--- src/rtl/icache_line.sv ---
// Direct-mapped, read-only instruction cache with multi-word lines.
// A miss refills the whole line word by word (word 0 first) over a simple
// request/hready bus; an error response aborts the refill and is reported
// to the core. A flush walks the valid bits one line per cycle.
//
// Handshake: the core raises core_req_i with a stable core_addr_i and holds
// both until the single-cycle core_ready_o pulse. On the bus side,
// bus_req_o/bus_addr_o stay put until a cycle with hready_i=1, which accepts
// the word (hrdata_i valid in that same cycle, hresp_i=1 marks an error).
module icache_line #(
    parameter int DATA_WIDTH  = 32,
    parameter int INDEX_BITS  = 4,
    parameter int WORD_BITS   = 2,
    parameter int BYTE_OFFSET = 2,
    parameter int TAG_BITS    = DATA_WIDTH - INDEX_BITS - WORD_BITS - BYTE_OFFSET
) (
    input  logic                  clk_i,
    input  logic                  reset_i,
    input  logic [DATA_WIDTH-1:0] core_addr_i,
    input  logic                  core_req_i,
    output logic                  core_ready_o,
    output logic [DATA_WIDTH-1:0] core_rdata_o,
    output logic                  core_err_o,
    output logic                  cache_hit_o,
    input  logic                  flush_i,
    output logic                  flush_busy_o,
    output logic                  bus_req_o,
    output logic [DATA_WIDTH-1:0] bus_addr_o,
    input  logic [DATA_WIDTH-1:0] hrdata_i,
    input  logic                  hready_i,
    input  logic                  hresp_i
);

    localparam int LINES   = 2 ** INDEX_BITS;
    localparam int WPL     = 2 ** WORD_BITS;
    localparam int TAG_LSB = INDEX_BITS + WORD_BITS + BYTE_OFFSET;

    typedef enum logic [1:0] {
        S_IDLE,
        S_COMPARE,
        S_REFILL,
        S_FLUSH
    } state_e;

    state_e                  state_q, state_d;
    logic [LINES-1:0]        valid_q, valid_d;
    logic [WORD_BITS-1:0]    cnt_q, cnt_d;
    logic [INDEX_BITS-1:0]   flush_idx_q, flush_idx_d;
    logic                    sticky_q, sticky_d;
    logic [TAG_BITS-1:0]     rf_tag_q, rf_tag_d;
    logic [INDEX_BITS-1:0]   rf_idx_q, rf_idx_d;

    // Tag and data storage carry no reset; the valid bits guard them.
    logic [TAG_BITS-1:0]     tag_q  [LINES];
    logic [DATA_WIDTH-1:0]   data_q [LINES][WPL];

    logic                    data_we;
    logic                    tag_we;

    // Fields of the incoming fetch address.
    logic [TAG_BITS-1:0]     req_tag;
    logic [INDEX_BITS-1:0]   req_idx;
    logic [WORD_BITS-1:0]    req_word;
    logic                    hit;
    logic                    unused_byte_bits;

    assign req_tag          = core_addr_i[DATA_WIDTH-1:TAG_LSB];
    assign req_idx          = core_addr_i[TAG_LSB-1 -: INDEX_BITS];
    assign req_word         = core_addr_i[BYTE_OFFSET +: WORD_BITS];
    assign hit              = valid_q[req_idx] && (tag_q[req_idx] == req_tag);
    assign unused_byte_bits = ^core_addr_i[BYTE_OFFSET-1:0];

    // Next-state, storage control and all outputs; reset forces outputs to 0.
    always_comb begin
        state_d      = state_q;
        valid_d      = valid_q;
        cnt_d        = cnt_q;
        flush_idx_d  = flush_idx_q;
        sticky_d     = sticky_q;
        rf_tag_d     = rf_tag_q;
        rf_idx_d     = rf_idx_q;
        data_we      = 1'b0;
        tag_we       = 1'b0;
        core_ready_o = 1'b0;
        core_rdata_o = '0;
        core_err_o   = 1'b0;
        cache_hit_o  = 1'b0;
        flush_busy_o = 1'b0;
        bus_req_o    = 1'b0;
        bus_addr_o   = '0;

        // A flush arriving while busy is remembered and served from IDLE.
        if (flush_i && (state_q != S_IDLE)) begin
            sticky_d = 1'b1;
        end

        case (state_q)
            S_IDLE: begin
                if (flush_i || sticky_q) begin
                    state_d     = S_FLUSH;
                    flush_idx_d = '0;
                end else if (core_req_i) begin
                    state_d = S_COMPARE;
                end
            end
            S_COMPARE: begin
                cache_hit_o = hit;
                if (!core_req_i) begin
                    // Request withdrawn during a refill: finish quietly.
                    state_d = S_IDLE;
                end else if (hit) begin
                    core_ready_o = 1'b1;
                    core_rdata_o = data_q[req_idx][req_word];
                    state_d      = S_IDLE;
                end else begin
                    // Evict now so a failed refill leaves the line invalid.
                    valid_d[req_idx] = 1'b0;
                    cnt_d            = '0;
                    rf_tag_d         = req_tag;
                    rf_idx_d         = req_idx;
                    state_d          = S_REFILL;
                end
            end
            S_REFILL: begin
                bus_req_o  = 1'b1;
                bus_addr_o = {rf_tag_q, rf_idx_q, cnt_q, {BYTE_OFFSET{1'b0}}};
                if (hready_i && hresp_i) begin
                    core_ready_o = core_req_i;
                    core_err_o   = core_req_i;
                    state_d      = S_IDLE;
                end else if (hready_i) begin
                    data_we = 1'b1;
                    cnt_d   = cnt_q + 1'b1;
                    if (cnt_q == WORD_BITS'(WPL - 1)) begin
                        tag_we            = 1'b1;
                        valid_d[rf_idx_q] = 1'b1;
                        state_d           = S_COMPARE;
                    end
                end
            end
            S_FLUSH: begin
                flush_busy_o          = 1'b1;
                valid_d[flush_idx_q]  = 1'b0;
                flush_idx_d           = flush_idx_q + 1'b1;
                if (flush_idx_q == INDEX_BITS'(LINES - 1)) begin
                    sticky_d = 1'b0;
                    state_d  = S_IDLE;
                end
            end
            default: state_d = S_IDLE;
        endcase

        if (!reset_i) begin
            data_we      = 1'b0;
            tag_we       = 1'b0;
            core_ready_o = 1'b0;
            core_rdata_o = '0;
            core_err_o   = 1'b0;
            cache_hit_o  = 1'b0;
            flush_busy_o = 1'b0;
            bus_req_o    = 1'b0;
            bus_addr_o   = '0;
        end
    end

    // Control registers with synchronous active-low reset.
    always_ff @(posedge clk_i) begin
        if (!reset_i) begin
            state_q     <= S_IDLE;
            valid_q     <= '0;
            cnt_q       <= '0;
            flush_idx_q <= '0;
            sticky_q    <= 1'b0;
            rf_tag_q    <= '0;
            rf_idx_q    <= '0;
        end else begin
            state_q     <= state_d;
            valid_q     <= valid_d;
            cnt_q       <= cnt_d;
            flush_idx_q <= flush_idx_d;
            sticky_q    <= sticky_d;
            rf_tag_q    <= rf_tag_d;
            rf_idx_q    <= rf_idx_d;
        end
    end

    // Line data and tag writes during refill.
    always_ff @(posedge clk_i) begin
        if (data_we) begin
            data_q[rf_idx_q][cnt_q] <= hrdata_i;
        end
        if (tag_we) begin
            tag_q[rf_idx_q] <= rf_tag_q;
        end
    end

endmodule

--- config.mk ---
export PLATFORM = sky130hd
export DESIGN_NAME = icache_line
export DESIGN_NICKNAME = d
export VERILOG_FILES = /design/src/rtl/icache_line.sv
export SDC_FILE = /design/constraint.sdc
export NUM_CORES = 2
export LEC_CHECK = 0
export ABC_AREA = 0
export CAP_MARGIN = 20
export CORE_ASPECT_RATIO = 0.7
export CORE_MARGIN = 2
export CORE_UTILIZATION = 50
export DETAILED_ROUTE_END_ITERATION = 10
export HOLD_SLACK_MARGIN = 0.02
export PLACE_DENSITY = 0.66
export SYNTH_ARGS = -nofsm -noshare
export SYNTH_HDL_FRONTEND = slang
export SYNTH_SLANG_ARGS = --single-unit
--- constraint.sdc ---
create_clock -name clk_i -period 5.87 [get_ports clk_i]
set_clock_uncertainty 0.1 [all_clocks]
set_input_delay 1.174 -clock clk_i [delete_from_list [all_inputs] [get_ports clk_i]]
set_output_delay 1.174 -clock clk_i [all_outputs]
set_load 0.02 [all_outputs]
## After elaboration in Yosys (flattened, before gate mapping)

Memories as Yosys holds them, arrays and structs flattened.
Index checks and enable logic that the tools add are counted.

- Input port bits: 70
- Latch bits: 0
- Memory bits (writable): 2432
- Memories: 2
- Memory bits (read-only): 0
- Output and inout bits: 69
- Logic and storage cells: 132
- Register bits: 53

- Add/sub/neg operators: 2
- Magnitude comparators: 9
- Reductions and logical operators: 18
- Shift operators: 0
- Multiply operators: 0
- Equal/unequal tests: 16
- Divide/modulo/power cells: 0
- Mux-type cells: 70
- Bitwise operators: 8

Memories:

| memory | words | width | rd ports | clocked after memory_dff | write ports | line | RTL |
|---|---|---|---|---|---|---|---|
| data_q | 16 | 128 | 1 | 0 | 1 | 55 | `logic [DATA_WIDTH-1:0] data_q [LINES][WPL];` |
| tag_q | 16 | 24 | 1 | 0 | 1 | 54 | `logic [TAG_BITS-1:0] tag_q [LINES];` |

Operators with widths:

| operator | count |
|---|---|
| 32-bit 2-to-1 mux | 9 |
| 128-bit 2-to-1 mux | 1 |
| 16-bit 2-to-1 mux | 5 |
| 32-bit binary-select mux with 2-bit select | 1 |
| 32-bit demux with 2-bit select | 1 |
| 16-bit case mux with 3 select lines | 1 |
| 16-bit AND | 2 |
| 16-bit NOT | 2 |
| 1-bit 2-to-1 mux | 31 |
| 24-bit equality test | 1 |
| 2-bit 2-to-1 mux | 12 |
| 16-bit OR | 1 |
| 4-bit by 5-bit less-than comparator with 1-bit output (second input constant) | 3 |
| 2-bit != test (second input constant) | 7 |
| 1-bit demux with 4-bit select | 3 |
| 4-bit by 1-bit >= comparator with 1-bit output (second input constant) | 3 |
| 3-bit != test (second input constant) | 3 |
| 2-bit case mux with 4 select lines | 1 |
| 4-bit case mux with 2 select lines | 1 |
| 1-bit logical AND | 7 |
| 2-bit equality test (second input constant) | 3 |
| 3-bit >= comparator (second input constant) | 2 |
| 2-bit NOT with 3-bit output | 2 |
| 6-bit AND reduction | 1 |
| 18 further kinds | 20 |

## Logic depth before layout (Yosys ltp)

- Depth after elaboration: 9
- Mapped depth: 15
- Depth with buffers taken out: 9

## Least setup slack after synthesis

Ideal clock, no wire load.

- Path kind: input -> output
- Start: input port core_addr_i[4]
- End: output port core_rdata_o[10]
- Path buffers: 6
- Required time: 4596 ps
- Stages on the path: 10
- Setup slack: 475 ps
- Arrival: 4121 ps
- Cell sequence: buf_6 -> buf_6 -> buf_4 -> buf_6 -> buf_2 -> buf_1 -> mux4_2 -> mux4_2 -> mux4_2 -> nor2b_1

- Word-level cells in the longest chain between the ends: 8
- Elaborated cells on any way between the ends: 13
- Classes of those cells: eq/ne (1); mux (9); reduce/logical (1); memory (2)

Ends and longest elaborated chain:

| item | line | RTL |
|---|---|---|
| start, declared | 19 | `input logic [DATA_WIDTH-1:0] core_addr_i,` |
| memory read 16 x 128 bit | - |  |
| 32-bit binary-select mux with 2-bit select | 113 | `core_rdata_o = data_q[req_idx][req_word];` |
| 32-bit 2-to-1 mux (not written as such) (2 in a row) | 113 |  |
| 32-bit 2-to-1 mux (*) | 111 | `end else if (hit) begin` |
| 32-bit 2-to-1 mux (*) | 108 | `if (!core_req_i) begin` |
| 32-bit 2-to-1 mux (*) | 97 | `case (state_q)` |
| 32-bit 2-to-1 mux (*) | 153 | `if (!reset_i) begin` |
| end, declared | 22 | `output logic [DATA_WIDTH-1:0] core_rdata_o,` |

Mark *: on every way between the ends. The rest lies on a longest branch, timed or not. The select of a mux whose other input is x is not followed.

## Worst setup path after layout

- Start: input port core_addr_i[4]
- End: output port core_rdata_o[20]

Same word-level chain as after synthesis.

==> impl_metrics.ini <==
[run_status]
status = finished, final reports clean

[layout]
layout.nets = 4635
final_area_sq_um = 111000
syn_to_final_growth_pct = 15.4
drive_above_1_share_pct = 32.8

[timing]
rsz0062_at_grt = true
finalCritPeriodShare_pct = 98.7
hold_viol = 0
fmax_ghz = 0.173
worstMarginPinSlew_ns = 1.01
whs_ns = 0.406
relSlewSlack_pct = 32.5
finalWorstSetupSlack_ns = 0.0742
slew_viol_final = 0
setup_viol = 0
fin_crit_ns = 5.80

[detailed_routing]
wirelength_microns = 246000
vias = 46500
drt-wirelength-per-cell_microns = 33.9
drc = 0
dr.pass1.iters = 5
vias_per_cell = 6.41
drtAntennaViolNets = 0
drtIter0Drc = 8049

[critical_path]
crit_buf_inv = 7
crit_slowest_cell = mux4_2
critPathTopFamily = multiplexers
startpoint_type = input port
cp_max_fo = 21
cp.arrival_ns = 4.52
worst-setup-path-type = in -> out
slowest_delay_ns = 0.64
endpoint_kind = output port
worstPathRequired_ns = 4.60
cpMostUsedCell = buf_12
worstPathCellList = buf_12 -> buf_12 -> buf_12 -> buf_12 -> buf_16 -> buf_4 -> mux4_2 -> mux4_2 -> mux4_2 -> nor2b_1 -> buf_4

[global_routing]
grt_max_degree = 97
overflow = 0
grt_antenna_before_repair = 30
grt_pass1_wl_microns = 344000
grt_usage_pct = 25.0
grt_pass1_vias = 45100

[floorplanning]
die_w_microns = 529
rows = 134
core-area_sq_um = 191000
die_height_microns = 371
start_util_pct = 50.4
die_area_sq_um = 196000
num_io_pins = 139

[yosys]
synth_top_area_share_pct = 75.8
synth_area_sq_um = 96300
synth.distinct_cells = 66
synth_seq_cells = 2485
synthFlopType = edfxtp_1
avgSynthCellArea_sq_um = 23.6
yosysTopAreaCell = edfxtp_1
ys_seq_area_share_pct = 76.9
synthMostInstantiatedCell = edfxtp_1
async_flop_share_pct = 0
synth_warnings = 0
synth_area_leaders = edfxtp_1 (76%), mux4_2 (18%), dfxtp_1 (1.1%)
synth_edf_count = 2432
syn-instance-count = 4085
netlist_top_cells_count = edfxtp_1 (2432), mux4_2 (750), clkbuf_1 (115)

[cts]
numCtsBuffers = 229
cts.sinks = 2485
insertion_delay_ns = 0.88
cts_tree = done
clock_path_buffers = 4
cts_root_buf = clkbuf_16
htreeDepth = 4
clk_pin_slew_ns = 0.07

[place]
dp_hpwl_microns = 147000
preCtsSetupSlack_ns = -0.238
gp_congestion = 0.867
postPlaceCellArea_sq_um = 103000
port_buffers = 134

[power_and_ir_drop]
power_density_nw_per_um2 = 330
ir_drop_v = 0.000277
power.leakage_nw = 35.2

[min_path]
hold_class = reg -> reg

[flow_run]
maxCapViolations = 0
==> routing by layer <==
metal	GRT usage (%)	part of all wire [%]	routed length [microns]	vias to the layer above
li1	-	-	-	18500
met1	39.7	42	103000	25100
met2	35.9	44	109000	2640
met3	5.54	11	28000	318
met4	5.51	2.3	5640	10
met5	0	0.023	56	-
==> final timing paths <==
kind         slack (ns)            from               end  depth (start not counted)
max reg2reg        1.74      state_q[0]    data_q[2][111]                          9
min reg2reg        0.41        cnt_q[0]          cnt_q[0]                          1
min                0.41        cnt_q[0]          cnt_q[0]                          1
max                0.07  core_addr_i[4]  core_rdata_o[20]                         11
==> cells in the final DEF (no fill, tap or decap), types with 16 or more instances in the layout <==
cell / instances
mux2i_1: 95
dfxtp_1: 53
xnor2_1: 25
nand2_1: 108
clkbuf_1: 42
bufinv_16: 24
a221oi_1: 20
nor2b_1: 43
clkinv_1: 59
nor2_4: 80
buf_2: 34
edfxtp_1: 2432
and3_1: 29
buf_4: 247
clkdlybuf4s50_1: 62
clkbuf_16: 232
inv_1: 16
a221o_1: 17
mux4_2: 750
nor2_1: 26
clkinv_2: 36
buf_12: 83
==> repair_timing <==
action / CTS / global route
setup endpoints to repair: 22 / 32
gates cloned: 1 / 2
hold buffers: 0 / 0
pin swaps: 0 / 1
resized for setup: 23 / 10
buffers inserted: 0 / 8
==> through the flow <==
step | cells | power [mW] | TNS, ns | utilization (%)
finish | 7257 | 36.7 | 0 | 58.2
global route | 7251 | 37.7 | -0.0384 | 58.2
CTS | 7228 | 36.8 | 0 | 58.0
detailed placement | 6815 | 22.3 | -3.34 | 54.1
global placement | 6815 | 22.2 | -3.28 | 54.1
floorplan | 4086 | 21.2 | 0 | -
==> registers in the layout, summed over array words and instances, names as in the netlist <==
register	flops
cnt_q	2
data_q	2048
flush_idx_q	4
rf_idx_q	4
rf_tag_q	24
state_q	2
sticky_q	1
tag_q	384
valid_q	16
==> where the power goes <==
group / internal [mW] / total, mW / switching (mW)
Clock: 8.32 / 14.8 / 6.47
Combinational: 0.897 / 2.19 / 1.30
Sequential: 19.6 / 19.7 / 0.142
==> layout make-up <==
cell class	count	area [sq um]
fill	13200	79800
sequential	2485	74100
multi-input combinational	1362	21700
clock buffer	279	6010
timing repair buffer	457	4770
tap	2516	3150
clock inverter	133	1330
inverter	18	67.6
antenna	7	17.5
==> cells by family (layout without fill, tap and decap cells) <==
group                      count (synthesis)  count (layout)  synth area share (%)
AOI/OAI and AO/OA                        108             108                 0.942
xor gates and xnor gates                  29              29                 0.264
adders and majority gates                 12              12                 0.156
buffers and inverters                    239             887                  1.18
DFF                                     2485            2485                  76.9
muxes                                    859             859                  18.8
other                                      1               9               0.00389
and+or+nand+nor                          352             352                  1.73
Note: power is estimated with default switching activity, not from simulation.
